<file path="config.mk">
export PLATFORM = sky130hd
export DESIGN_NAME = core_seq_flat
export DESIGN_NICKNAME = d
export VERILOG_FILES = /design/src/rtl/core_seq_if.sv /design/src/rtl/core_seq.sv /design/src/flat_wrapper.sv
export SDC_FILE = /design/constraint.sdc
export NUM_CORES = 1
export LEC_CHECK = 0
export ABC_CLOCK_PERIOD_IN_PS = 2700
export CORE_AREA = 10 10 82 84
export CTS_CLUSTER_SIZE = 25
export DETAILED_ROUTE_END_ITERATION = 8
export DIE_AREA = 0 0 92 94
export GPL_TIMING_DRIVEN = 1
export PLACE_DENSITY = 0.75
export SLEW_MARGIN = 15
export SYNTH_ARGS = -nofsm -noshare
export SYNTH_HDL_FRONTEND = slang
export SYNTH_SLANG_ARGS = --single-unit
export TNS_END_PERCENT = 10
</file>
<file path="constraint.sdc">
create_clock -name clk_i -period 2.7 [get_ports clk_i]
set_input_delay 0.81 -clock clk_i [delete_from_list [all_inputs] [get_ports clk_i]]
set_output_delay 0.81 -clock clk_i [all_outputs]
set_load 0.05 [all_outputs]
</file>
<file path="src/rtl/core_seq_if.sv">
// Handshake bundle between the stage sequencer and the rv32im pipeline stages.
// The master side is the sequencer; the slave side is the stage/datapath logic.
interface core_seq_if;
    logic        run_i;
    logic        irq_i;
    logic        fetch_ready_i;
    logic        dec_illegal_i;
    logic        dec_mem_op_i;
    logic        exec_ready_i;
    logic        mem_ready_i;
    logic        wrbk_ready_i;
    logic        state_fetch_o;
    logic        state_decode_o;
    logic        state_exec_o;
    logic        state_mem_o;
    logic        state_wrbk_o;
    logic        state_trap_o;
    logic        trap_irq_o;
    logic [3:0]  trap_cause_o;
    logic        retire_o;
    logic [31:0] instret_o;

    modport master (
        input  run_i, irq_i, fetch_ready_i, dec_illegal_i, dec_mem_op_i,
        input  exec_ready_i, mem_ready_i, wrbk_ready_i,
        output state_fetch_o, state_decode_o, state_exec_o, state_mem_o,
        output state_wrbk_o, state_trap_o, trap_irq_o, trap_cause_o,
        output retire_o, instret_o
    );

    modport slave (
        output run_i, irq_i, fetch_ready_i, dec_illegal_i, dec_mem_op_i,
        output exec_ready_i, mem_ready_i, wrbk_ready_i,
        input  state_fetch_o, state_decode_o, state_exec_o, state_mem_o,
        input  state_wrbk_o, state_trap_o, trap_irq_o, trap_cause_o,
        input  retire_o, instret_o
    );
endinterface

</file>
<file path="src/rtl/core_seq.sv">
// Multi-cycle stage sequencer: walks FETCH/DECODE/EXEC/MEM/WRBK, raises traps for
// illegal opcodes, memory timeouts and interrupts, and counts retired instructions.
module core_seq #(
    parameter int MEM_TIMEOUT = 255
) (
    input  logic           clk_i,
    input  logic           rst_i,
    core_seq_if.master     bus
);

    typedef enum logic [2:0] {
        IDLE   = 3'd0,
        FETCH  = 3'd1,
        DECODE = 3'd2,
        EXEC   = 3'd3,
        MEM    = 3'd4,
        WRBK   = 3'd5,
        TRAP   = 3'd6
    } state_t;

    localparam logic [7:0] TIMEOUT_CNT = 8'(MEM_TIMEOUT);

    state_t      state_q;
    state_t      state_d;
    logic        mem_op_q;
    logic [7:0]  wait_cnt_q;
    logic [31:0] instret_q;
    logic        fetch_q;
    logic        decode_q;
    logic        exec_q;
    logic        mem_q;
    logic        wrbk_q;
    logic        trap_q;
    logic        trap_irq_q;
    logic [3:0]  trap_cause_q;
    logic        trap_irq_d;
    logic [3:0]  trap_cause_d;
    logic        retire;
    logic        mem_timeout;

    assign mem_timeout = (wait_cnt_q == TIMEOUT_CNT);

    always_ff @(posedge clk_i) begin
        if (rst_i) begin
            state_q <= IDLE;
        end else begin
            state_q <= state_d;
        end
    end

    // Interrupts are only considered at instruction boundaries (IDLE and the WRBK ack).
    always_comb begin
        state_d = state_q;
        case (state_q)
            IDLE: begin
                if (bus.run_i && bus.irq_i) begin
                    state_d = TRAP;
                end else if (bus.run_i) begin
                    state_d = FETCH;
                end
            end
            FETCH: begin
                if (bus.fetch_ready_i) begin
                    state_d = DECODE;
                end
            end
            DECODE: begin
                state_d = bus.dec_illegal_i ? TRAP : EXEC;
            end
            EXEC: begin
                if (bus.exec_ready_i) begin
                    state_d = mem_op_q ? MEM : WRBK;
                end
            end
            MEM: begin
                if (bus.mem_ready_i) begin
                    state_d = WRBK;
                end else if (mem_timeout) begin
                    state_d = TRAP;
                end
            end
            WRBK: begin
                if (bus.wrbk_ready_i) begin
                    if (bus.irq_i) begin
                        state_d = TRAP;
                    end else if (bus.run_i) begin
                        state_d = FETCH;
                    end else begin
                        state_d = IDLE;
                    end
                end
            end
            TRAP: begin
                state_d = bus.run_i ? FETCH : IDLE;
            end
            default: begin
                state_d = IDLE;
            end
        endcase
    end

    // The trap cause is chosen by the state the trap is entered from.
    always_comb begin
        trap_cause_d = trap_cause_q;
        trap_irq_d   = trap_irq_q;
        retire       = (state_q == WRBK) && bus.wrbk_ready_i;
        if (state_d == TRAP) begin
            case (state_q)
                DECODE: begin
                    trap_cause_d = 4'd2;
                    trap_irq_d   = 1'b0;
                end
                MEM: begin
                    trap_cause_d = 4'd5;
                    trap_irq_d   = 1'b0;
                end
                default: begin
                    trap_cause_d = 4'd11;
                    trap_irq_d   = 1'b1;
                end
            endcase
        end
    end

    always_ff @(posedge clk_i) begin
        if (rst_i) begin
            fetch_q      <= 1'b0;
            decode_q     <= 1'b0;
            exec_q       <= 1'b0;
            mem_q        <= 1'b0;
            wrbk_q       <= 1'b0;
            trap_q       <= 1'b0;
            trap_irq_q   <= 1'b0;
            trap_cause_q <= 4'd0;
            mem_op_q     <= 1'b0;
            wait_cnt_q   <= 8'd0;
            instret_q    <= 32'd0;
        end else begin
            fetch_q      <= (state_d == FETCH);
            decode_q     <= (state_d == DECODE);
            exec_q       <= (state_d == EXEC);
            mem_q        <= (state_d == MEM);
            wrbk_q       <= (state_d == WRBK);
            trap_q       <= (state_d == TRAP);
            trap_irq_q   <= trap_irq_d;
            trap_cause_q <= trap_cause_d;
            if (state_q == DECODE && !bus.dec_illegal_i) begin
                mem_op_q <= bus.dec_mem_op_i;
            end
            // Holding the counter at zero outside MEM makes every MEM entry start fresh.
            if (state_q != MEM) begin
                wait_cnt_q <= 8'd0;
            end else if (!bus.mem_ready_i) begin
                wait_cnt_q <= wait_cnt_q + 8'd1;
            end
            if (retire) begin
                instret_q <= instret_q + 32'd1;
            end
        end
    end

    assign bus.state_fetch_o  = fetch_q;
    assign bus.state_decode_o = decode_q;
    assign bus.state_exec_o   = exec_q;
    assign bus.state_mem_o    = mem_q;
    assign bus.state_wrbk_o   = wrbk_q;
    assign bus.state_trap_o   = trap_q;
    assign bus.trap_irq_o     = trap_irq_q;
    assign bus.trap_cause_o   = trap_cause_q;
    assign bus.retire_o       = retire;
    assign bus.instret_o      = instret_q;

endmodule

</file>
<file path="src/flat_wrapper.sv">
// flat-port wrapper written by rule: the top's interface ports become plain ports
module core_seq_flat 
#(
    parameter int MEM_TIMEOUT = 255
)
  (clk_i, rst_i, bus_run_i, bus_irq_i, bus_fetch_ready_i, bus_dec_illegal_i, bus_dec_mem_op_i, bus_exec_ready_i, bus_mem_ready_i, bus_wrbk_ready_i, bus_state_fetch_o, bus_state_decode_o, bus_state_exec_o, bus_state_mem_o, bus_state_wrbk_o, bus_state_trap_o, bus_trap_irq_o, bus_trap_cause_o, bus_retire_o, bus_instret_o);
  core_seq_if bus_i ();
  input  logic clk_i;
  input  logic rst_i;
  input wire logic [$bits(bus_i.run_i)-1:0] bus_run_i;
  input wire logic [$bits(bus_i.irq_i)-1:0] bus_irq_i;
  input wire logic [$bits(bus_i.fetch_ready_i)-1:0] bus_fetch_ready_i;
  input wire logic [$bits(bus_i.dec_illegal_i)-1:0] bus_dec_illegal_i;
  input wire logic [$bits(bus_i.dec_mem_op_i)-1:0] bus_dec_mem_op_i;
  input wire logic [$bits(bus_i.exec_ready_i)-1:0] bus_exec_ready_i;
  input wire logic [$bits(bus_i.mem_ready_i)-1:0] bus_mem_ready_i;
  input wire logic [$bits(bus_i.wrbk_ready_i)-1:0] bus_wrbk_ready_i;
  output wire logic [$bits(bus_i.state_fetch_o)-1:0] bus_state_fetch_o;
  output wire logic [$bits(bus_i.state_decode_o)-1:0] bus_state_decode_o;
  output wire logic [$bits(bus_i.state_exec_o)-1:0] bus_state_exec_o;
  output wire logic [$bits(bus_i.state_mem_o)-1:0] bus_state_mem_o;
  output wire logic [$bits(bus_i.state_wrbk_o)-1:0] bus_state_wrbk_o;
  output wire logic [$bits(bus_i.state_trap_o)-1:0] bus_state_trap_o;
  output wire logic [$bits(bus_i.trap_irq_o)-1:0] bus_trap_irq_o;
  output wire logic [$bits(bus_i.trap_cause_o)-1:0] bus_trap_cause_o;
  output wire logic [$bits(bus_i.retire_o)-1:0] bus_retire_o;
  output wire logic [$bits(bus_i.instret_o)-1:0] bus_instret_o;
  assign bus_i.run_i = bus_run_i;
  assign bus_i.irq_i = bus_irq_i;
  assign bus_i.fetch_ready_i = bus_fetch_ready_i;
  assign bus_i.dec_illegal_i = bus_dec_illegal_i;
  assign bus_i.dec_mem_op_i = bus_dec_mem_op_i;
  assign bus_i.exec_ready_i = bus_exec_ready_i;
  assign bus_i.mem_ready_i = bus_mem_ready_i;
  assign bus_i.wrbk_ready_i = bus_wrbk_ready_i;
  assign bus_state_fetch_o = bus_i.state_fetch_o;
  assign bus_state_decode_o = bus_i.state_decode_o;
  assign bus_state_exec_o = bus_i.state_exec_o;
  assign bus_state_mem_o = bus_i.state_mem_o;
  assign bus_state_wrbk_o = bus_i.state_wrbk_o;
  assign bus_state_trap_o = bus_i.state_trap_o;
  assign bus_trap_irq_o = bus_i.trap_irq_o;
  assign bus_trap_cause_o = bus_i.trap_cause_o;
  assign bus_retire_o = bus_i.retire_o;
  assign bus_instret_o = bus_i.instret_o;
  core_seq #(.MEM_TIMEOUT(MEM_TIMEOUT)) u_core (.clk_i(clk_i), .rst_i(rst_i), .bus(bus_i));
endmodule
</file>
-- After elaboration in Yosys (flattened, before gate mapping)
Index checks and enable logic that the tools add are counted.
- add/subtract/negate cells: 2
- equality and inequality tests: 14
- reduce and logical (&&, ||, !) cells: 7
- multiplexer cells: 14
- operators with widths (kind ; number):
    adder 32 x 1 -> 32 bit, second input constant ; 1
    two-way mux 3 bit ; 9
    case mux 3 bit (7 select lines) ; 1
    == test 3 bit, second input constant ; 6
    == test 3 x 2 -> 1 bit, second input constant ; 4
    adder 8 x 1 -> 8 bit, second input constant ; 1
    == test 8 bit, second input constant ; 1
    case mux 4 bit (2 select lines) ; 1
    == test 3 x 1 -> 1 bit, second input constant ; 2
    OR reduction 2 bit ; 2
    logical AND 1 bit ; 3
    zero test 3 bit ; 1
    two-way mux 1 bit ; 3
    != test 3 bit, second input constant ; 1
    zero test 1 bit ; 1
- word-level logic and storage cells: 49
- flip-flop bits (word level): 55
- output and inout bits: 44
- input port bits: 10

-- Longest topological paths before layout
Gate-level depths: netlist (run 1).
- word-level depth: 5
- mapped depth: 8
- depth with buffers taken out: 6

-- Least setup slack after synthesis (run 1)
No wires, ideal clock.
- path kind: input port to flip-flop
- from: input port bus_mem_ready_i
- to: register u_core.trap_cause_q[2] (netlist: u_core.bus.trap_cause_o[2])
- library setup time: 120 ps
- cell stages on the path: 5
- required time: 2580 ps
- path slack: 554 ps
- path buffers: 0
- data arrival time: 2027 ps
- cells stage by stage: nand4b_1 nor4_4 a2111oi_4 nand3b_4 o31a_1
- longest elaborated chain between the ends: 3
- ends and longest elaborated chain (what ; line ; RTL):
    start, declared ; flat_wrapper.sv:16 ; input wire logic [$bits(bus_i.mem_ready_i)-1:0] bus_mem_ready_i;
    two-way mux 3 bit ; core_seq.sv:76 ; if (bus.mem_ready_i) begin
    case mux 3 bit (7 select lines) ; core_seq.sv:54 ; case (state_q)
    == test 3 bit ; core_seq.sv:107 ; if (state_d == TRAP) begin
    end signal, assigned ; core_seq.sv:146 ; trap_cause_q <= trap_cause_d;
    end, declared ; core_seq.sv:35 ; logic [3:0] trap_cause_q;
Every way passes these cells.
A chain may end at the register's enable or synchronous reset.

-- Worst setup path after layout (run 1)
- from: input port bus_wrbk_ready_i
- to: output port bus_retire_o
- longest elaborated chain between the ends: 1
- ends and longest elaborated chain (what ; line ; RTL):
    start, declared ; flat_wrapper.sv:17 ; input wire logic [$bits(bus_i.wrbk_ready_i)-1:0] bus_wrbk_ready_i;
    logical AND 1 bit ; core_seq.sv:106 ; retire = (state_q == WRBK) && bus.wrbk_ready_i;
    end, declared ; flat_wrapper.sv:26 ; output wire logic [$bits(bus_i.retire_o)-1:0] bus_retire_o;
Every way passes these cells.

==> results of run 1 <==
-- cells by family (layout without fill, tap and decap cells) --
logic type               Yosys count  after routing  synth area share (%)
adder cells (fa/ha/maj)            2              2                 0.984
XOR/XNOR                          36             36                  12.4
flip-flops                        54             54                  42.5
buffers and inverters             19             80                  4.38
AO/OA/AOI/OAI                     22             22                  6.00
AND/OR/NAND/NOR                  149            149                  32.2
multiplexers                       4              4                  1.57
-- metrics by stage --
step	std cells	total power [mW]	area, um^2	util (%)	setup WS [ns]
4_1_cts	417	1.87	3280	64.5	0.118
5_1_grt	417	1.95	3280	64.5	0.0864
6_report	417	1.86	3280	64.5	0.123
3_3_place_gp	409	1.41	3180	62.7	0.122
2_1_floorplan	286	1.28	2540	-	0.554
3_5_place_dp	409	1.42	3180	62.7	0.0926
-- power groups by stage --
stage / registers, mW / logic (mW) / clock network [mW]
global placement: 0.910 / 0.503 / 0
CTS: 0.891 / 0.511 / 0.468
global route: 0.903 / 0.544 / 0.500
detailed placement: 0.910 / 0.510 / 0
floorplan: 0.987 / 0.291 / 0
finish: 0.892 / 0.507 / 0.457
-- per-layer routing --
layer  wire length, um  vias up
li1                  -     1090
met1              2550      960
met2              2510       44
met3               382        7
met4                79        0
met5                 0        -
-- worst register-to-register path, cell delays in order, from the launching register on --
cell       delay [ns]
dfxtp_1          0.48
or3b_4           0.48
nor4_4           0.30
a2111oi_4        0.06
nand3b_4         0.22
o31a_1           0.30
-- area by class of cell --
class	instances	area (um^2)
Fill cell	466	1800
Multi-Input combinational cell	213	1350
Sequential cell	54	1080
Timing Repair Buffer	66	638
Tap cell	70	87.6
Clock buffer	6	82.6
Inverter	6	22.5
Clock inverter	2	12.5
-- registers in the layout, summed over array words and instances, names as in the netlist, 3 cells and up --
name	cells
u_core.bus.trap_cause_o	4
u_core.wait_cnt_q	8
u_core.state_q	3
u_core.bus.instret_o	32
-- layout by cell type, fill, tap and decap left out, types with 2 or more instances in the layout --
| master | synthesis | final |
|---|---|---|
| buf_4 | 2 | 13 |
| mux2i_1 | 4 | 4 |
| inv_1 | 5 | 5 |
| o21ai_0 | 6 | 6 |
| and3_1 | 7 | 7 |
| dfxtp_1 | 54 | 54 |
| nor4_1 | 5 | 5 |
| nand3_1 | 9 | 9 |
| nand4_1 | 13 | 13 |
| clkdlybuf4s50_1 | 0 | 52 |
| nor2b_1 | 2 | 2 |
| nor3_1 | 11 | 11 |
| xor2_1 | 18 | 18 |
| ha_1 | 2 | 2 |
| nor2_1 | 52 | 52 |
| and2_1 | 2 | 2 |
| nand3b_1 | 4 | 4 |
| and4_1 | 2 | 2 |
| nand2_1 | 23 | 23 |
| nand2b_1 | 3 | 3 |
| clkbuf_8 | 3 | 6 |
| a21oi_1 | 8 | 8 |
| xnor2_1 | 18 | 18 |
| or3_1 | 2 | 2 |
| or2_2 | 2 | 2 |
-- path summary, 6_finish.rpt --
| kind | cells past startpoint | endpoint | startpoint |
|---|---|---|---|
| setup reg to reg | 5 | u_core.bus.trap_cause_o[2] | u_core.state_q[0] |
| hold / removal | 2 | u_core.bus.trap_cause_o[0] | u_core.bus.trap_cause_o[0] |
| setup / recovery | 4 | bus_retire_o | bus_wrbk_ready_i |
| hold reg to reg | 2 | u_core.bus.trap_cause_o[0] | u_core.bus.trap_cause_o[0] |
==> flow_summary.ini, run 1 <==
[synthesis]
avgSynthCellArea_um2 = 8.89
ys_types = 47
synth_nets = 298
synth-seq-cells = 54
synth_top_area_share_pct = 42.5
syn-cell-area_um2 = 2540
synth_largest_area_cell = dfxtp_1
synthArstFlopShare_pct = 0
ys_seq_area_share_pct = 42.5
synth_edf_count = 0
synth_most_common_cell = dfxtp_1
syn_inst = 286
synth_area_leaders = dfxtp_1 42%, nor2_1 7.7%, xnor2_1 6.2%
synth_ff_type = dfxtp_1
synth_warnings = 0
synthTopCellsByCount = 54 x dfxtp_1, 52 x nor2_1, 23 x nand2_1

[detailed_routing]
drcViolationCount = 0
drtIter0Drc = 97
wire_per_inst_um = 13.2
drt_wl_total_um = 5520
first_pass_iters = 4
num_vias = 2101
ant_nets = 0
vias_per_cell = 5.04

[timing]
hold_ws_ns = 0.470
hold_viol_final = 0
fin_crit_sh_pct = 95.4
worstMarginPinSlew_ns = 0.535
setup_viol = 0
setup_tns_ns = 0
fmax_mhz = 388
grt_setup_unrepaired = false
worst_clock_skew_ns = 0.00625
fin_crit_ns = 2.58
max_slew_margin_pct = 64.3
drv_slew = 0

[grt]
grt-ovfl-total = 0
top_usage_layer = met2
grtUsageMet2_pct = 20.4
grt_pass1_wl_um = 9490
met1_usage_pct = 15.8
grt_util_all_layers_pct = 13.0
grt_max_degree = 21
use_met3_pct = 4.88
antenna_found_initial = 0
grt_pass1_vias = 2037

[power_and_ir_drop]
p_per_area_nw_per_um2 = 566
switching_share_pct = 32.4
vdd_drop_max_uv = 293
power.share.combinational_pct = 27.3
switching_power_uw = 601
p_leak_nw = 1.18
p_int_mw = 1.25
p_seq_share_pct = 48.1
clkPwrFrac_pct = 24.6

[cells_and_area]
antenna_cells = 0
drive_gt1_share_pct = 10.1
area_growth_pct = 28.8
final_net_count = 358

[cts]
clock-sinks = 54
cts_buffers = 5
holdBufCountCts = 0
ctsResizeCount = 0
cts_setup_buffers = 0
insertion_delay_ns = 0.30
cts_tree = done
clk_pin_slew_ns = 0.09
h-tree-depth = 2
clockBufferDepth = 2
cts-root-buf = clkbuf_8

[worst_setup_path]
r2r_setup_slack_ns = 0.75
worstPathRequired_ns = 1.89
worst_path_largest_cell_delay_ns = 0.52
crit_slowest_cell = clkdlybuf4s50_1
worst-path-buf-inv = 3
end_kind = output port
arrival_ns = 1.77
crit_type = in2out
cp_max_fo = 4
crit_chain = clkdlybuf4s50_1, nand4b_4, inv_2, buf_12
cp_top_family = buffers and inverters
start_kind = input port

[floorplan]
die_w_um = 92
start_util_pct = 50.1
die_height_um = 94
io_pins = 54
dieArea_um2 = 8650
rows = 26
coreArea_um2 = 5070

[place]
place.gp.congestion = 0.821
dp_hpwl_um = 4160
port_buffers = 53

[run_status]
status = complete, no violations

[job]
drv_cap = 0

[worst_hold_path]
hold_class = reg2reg
Note: power is estimated with default switching activity, not from simulation.
==> run 2: changes to the inputs <==
Settings changed: CELL_PAD_IN_SITES_DETAIL_PLACEMENT set to 1, CELL_PAD_IN_SITES_GLOBAL_PLACEMENT set to 2, CORE_AREA 10 10 82 84 to 10 10 104 106, DIE_AREA 0 0 92 94 to 0 0 114 116, PLACE_DENSITY 0.75 to 0.74.
==> flow_summary.ini, run 2 (same netlist as run 1, synthesis figures left out) <==
[power_and_ir_drop]
p_leak_nw = 1.19
switching_share_pct = 33.6
clkPwrFrac_pct = 23.6
p_int_mw = 1.23
power.share.combinational_pct = 28.2
vdd_drop_max_uv = 251
switching_power_uw = 621
p_per_area_nw_per_um2 = 555
p_seq_share_pct = 48.3

[floorplan]
start_util_pct = 29.3
io_pins = 54
coreArea_um2 = 8680
rows = 34
die_height_um = 116
dieArea_um2 = 13200
die_w_um = 114

[worst_setup_path]
start_kind = input port
worstPathRequired_ns = 1.89
rr_endpoint = u_core.bus.state_fetch_o
worst-r2r-cell-count = 5
endpoint = bus_retire_o
cp_max_fo = 3
arrival_ns = 1.82
crit_type = in2out
end_kind = output port
rr_startpoint = u_core.state_q[0]
worstSetupStartpoint = bus_wrbk_ready_i
r2r_setup_slack_ns = 0.70

[cts]
cts_buffers = 5
cts-root-buf = clkbuf_8
insertion_delay_ns = 0.30
ctsResizeCount = 0
h-tree-depth = 2
clockBufferDepth = 2
holdBufCountCts = 0
clock-sinks = 54
clk_pin_slew_ns = 0.10
cts_tree = done
cts_setup_buffers = 0

[run_status]
status = complete, no violations

[timing]
fmax_mhz = 381
fin_crit_ns = 2.63
grt_setup_unrepaired = false
fin_crit_sh_pct = 97.2
hold_viol_final = 0
max_slew_margin_pct = 64.5
worst_clock_skew_ns = 0.00788
setup_tns_ns = 0
worstMarginPinSlew_ns = 0.532
setup_viol = 0
drv_slew = 0

[detailed_routing]
num_vias = 2161
vias_per_cell = 4.75
drtIter0Drc = 63
ant_nets = 0
drt_wl_total_um = 6680
wire_per_inst_um = 14.7
first_pass_iters = 4
drcViolationCount = 0

[grt]
grt_pass1_vias = 2255
grt_util_all_layers_pct = 10.3
grt_max_degree = 37
grt_pass1_wl_um = 11400
grt-ovfl-total = 0
antenna_found_initial = 0

[cells_and_area]
finish.utilization_pct = 38.3
final_cells = 455
multi_input_area_um2 = 1350
finalInstanceArea_um2 = 3330
area_growth_pct = 30.8
drive_gt1_share_pct = 10.1
mostFrequentLayoutCells = 54 x dfxtp_1, 52 x nor2_1, 52 x clkdlybuf4s50_1
seq_area_um2 = 1080
largest_reg_flops = 32
final_net_count = 359
antenna_cells = 0
fillerInstances = 1037
final_common_cell = dfxtp_1

[job]
drv_cap = 0

[place]
place.gp.congestion = 0.776
placed_cell_area_um2 = 3250
dp_hpwl_um = 5070
dp.cells = 448
port_buffers = 53

[worst_hold_path]
hold_class = reg2reg
## run 2: critical path, cell delays in order
cell and delay (ns):
clkdlybuf4s50_1 0.57, nand4b_4 0.14, inv_2 0.14, buf_12 0.15
## run 2: power by group through the flow
stage	logic (mW)	clock network, mW	registers (mW)
2_1_floorplan	0.291	0	0.987
3_3_place_gp	0.520	0	0.909
3_5_place_dp	0.527	0	0.912
4_1_cts	0.529	0.459	0.893
5_1_grt	0.567	0.491	0.900
6_report	0.520	0.435	0.892
## run 2: per-stage QoR
step / setup WS (ns) / hold slack [ns] / power [mW]
after CTS: 0.0620 / 0.490 / 1.88
after global placement: 0.0582 / 0.466 / 1.43
after global routing: 0.0102 / 0.529 / 1.96
final: 0.0746 / 0.478 / 1.85
after floorplan: 0.554 / 0.452 / 1.28
after detailed placement: 0.0216 / 0.463 / 1.44
## run 2: how the worst min path moves through the flow
stage / from / to / slack, ns / cells past startpoint
final: u_core.bus.trap_cause_o[0] / u_core.bus.trap_cause_o[0] / 0.48 / 2
after global routing: u_core.mem_op_q / u_core.mem_op_q / 0.53 / 2
after CTS: u_core.bus.trap_cause_o[0] / u_core.bus.trap_cause_o[0] / 0.49 / 2
after detailed placement: u_core.bus.trap_cause_o[0] / u_core.bus.trap_cause_o[0] / 0.46 / 2
after global placement: u_core.mem_op_q / u_core.mem_op_q / 0.47 / 2
after floorplan: u_core.mem_op_q / u_core.mem_op_q / 0.45 / 2
## run 2: area by class of cell
type	count	area share, %
multi-input cells	213	40.6
flip-flops and latches	54	32.5
repair buffers	67	19.8
well taps	108	4.06
clock buffers	5	2.07
inverters	6	0.677
clock inverters	2	0.301
## run 2: layer usage
metal | wire (um) | GRT usage [%] | up-vias
met2 | 3130 | 16.9 | 33
met1 | 3090 | 12.7 | 1027
met4 | 109 | 3.68 | 0
met3 | 355 | 2.95 | 7
li1 | - | - | 1094
met5 | 0 | 0 | -
==> run 3: changes to the inputs <==
Settings changed: CORE_AREA 10 10 104 106 to 2 2 96 98, DIE_AREA 0 0 114 116 to 0 0 98 100, SKIP_CTS_REPAIR_TIMING set to 1.
==> flow_summary.ini, run 3 (same netlist as run 1, synthesis figures left out) <==
[run_status]
status = complete, no violations

[worst_setup_path]
worstPathRequired_ns = 1.89
arrival_ns = 1.77
start_kind = input port
end_kind = output port
worst-r2r-cell-count = 5
crit_type = in2out
cp_max_fo = 3

[power_and_ir_drop]
clkPwrFrac_pct = 25.5
switching_power_uw = 654
p_per_area_nw_per_um2 = 569
p_leak_nw = 1.20
power.share.combinational_pct = 26.9
p_seq_share_pct = 47.6
vdd_drop_max_uv = 305
switching_share_pct = 34.4
p_int_mw = 1.25
p_total_mw = 1.90

[timing]
max_slew_margin_pct = 63.8
fmax_mhz = 387
worstMarginPinSlew_ns = 0.543
fin_crit_ns = 2.58
hold_viol_final = 0
grt_setup_unrepaired = false
setup_tns_ns = 0
worst_clock_skew_ns = 0.0183
drv_slew = 0
setup_viol = 0
fin_crit_sh_pct = 95.6

[grt]
grt-ovfl-total = 0
grt_util_all_layers_pct = 12.8
grt_pass1_wl_um = 10400
antenna_found_initial = 0
grt_max_degree = 28
grt_pass1_vias = 2146

[cells_and_area]
area_growth_pct = 31.4
mostFrequentLayoutCells = 54 x dfxtp_1, 52 x nor2_1, 52 x clkdlybuf4s50_1
finalInstanceArea_um2 = 3340
antenna_cells = 0
final_common_cell = dfxtp_1
drive_gt1_share_pct = 10.6
finish.utilization_pct = 37.6
final_net_count = 360
largest_reg_flops = 32
fillerInstances = 1037

[place]
port_buffers = 53
dp_hpwl_um = 4580
placed_cell_area_um2 = 3250
place.gp.congestion = 0.755

[worst_hold_path]
hold_class = reg2reg
whs_path_depth = 2

[cts]
clk_pin_slew_ns = 0.10
cts_buffers = 5
cts_tree = done
insertion_delay_ns = 0.32
h-tree-depth = 2
clock-sinks = 54
clockBufferDepth = 2
cts-root-buf = clkbuf_8

[floorplan]
coreArea_um2 = 8890
die_height_um = 100
die_w_um = 98
dieArea_um2 = 9800
start_util_pct = 28.6
rows = 35
io_pins = 54

[detailed_routing]
drt_wl_total_um = 6100
wire_per_inst_um = 13.3
drcViolationCount = 0
num_vias = 2156
first_pass_iters = 4
vias_per_cell = 4.69
ant_nets = 0
drtIter0Drc = 49

[job]
drv_cap = 0
==> run 3: cell count changes in the layout (fill, tap and decap cells not counted) <==
cell,before,now
clkinv_4,0,1
buf_4,13,15
buf_12,2,1
inv_6,0,2
clkinv_2,2,0
==> run 3: critical path: stages <==
cell             delay, ns
clkdlybuf4s50_1       0.52
nand4b_4              0.14
inv_2                 0.15
buf_12                0.15
==> run 3: final timing paths <==
kind | start | slack, ns | endpoint
worst max-delay path | bus_wrbk_ready_i | 0.12 | bus_retire_o
worst max register to register | u_core.state_q[0] | 0.75 | u_core.bus.trap_cause_o[2]
worst min register to register | u_core.bus.trap_cause_o[3] | 0.52 | u_core.bus.trap_cause_o[3]
worst min-delay path | u_core.bus.trap_cause_o[3] | 0.52 | u_core.bus.trap_cause_o[3]
==> run 3: stage by stage <==
step / setup slack (ns) / std cells / hold WS [ns]
3_5_place_dp: 0.0620 / 452 / 0.499
2_1_floorplan: 0.554 / 286 / 0.452
3_3_place_gp: 0.0942 / 452 / 0.488
6_report: 0.118 / 460 / 0.524
4_1_cts: 0.0994 / 460 / 0.526
5_1_grt: 0.0805 / 460 / 0.546
==> run 3: per-layer routing <==
layer | up-vias | global-route usage [%] | share of wire [%]
met1 | 1023 | 18.0 | 52
li1 | 1094 | - | -
met5 | - | 0 | 0
met4 | 0 | 3.74 | 0.80
met3 | 5 | 2.51 | 3.1
met2 | 34 | 20.2 | 44
==> run 3: final cells by class <==
cell class                 instances  area [um^2]  area share, %
timing repair buffer              68          653           19.5
inverter                           6         22.5          0.674
clock buffer                       5         68.8           2.06
clock inverter                     3         26.3          0.786
sequential                        54         1080           32.3
multi-input combinational        213         1350           40.4
tap                              111          139           4.16
==> run 3: power by group through the flow <==
stage	clock [mW]	sequential, mW	combinational, mW
after global placement	0	0.922	0.511
after CTS	0.510	0.904	0.518
after detailed placement	0	0.921	0.517
after global routing	0.541	0.912	0.552
after floorplan	0	0.987	0.291
final	0.485	0.904	0.512
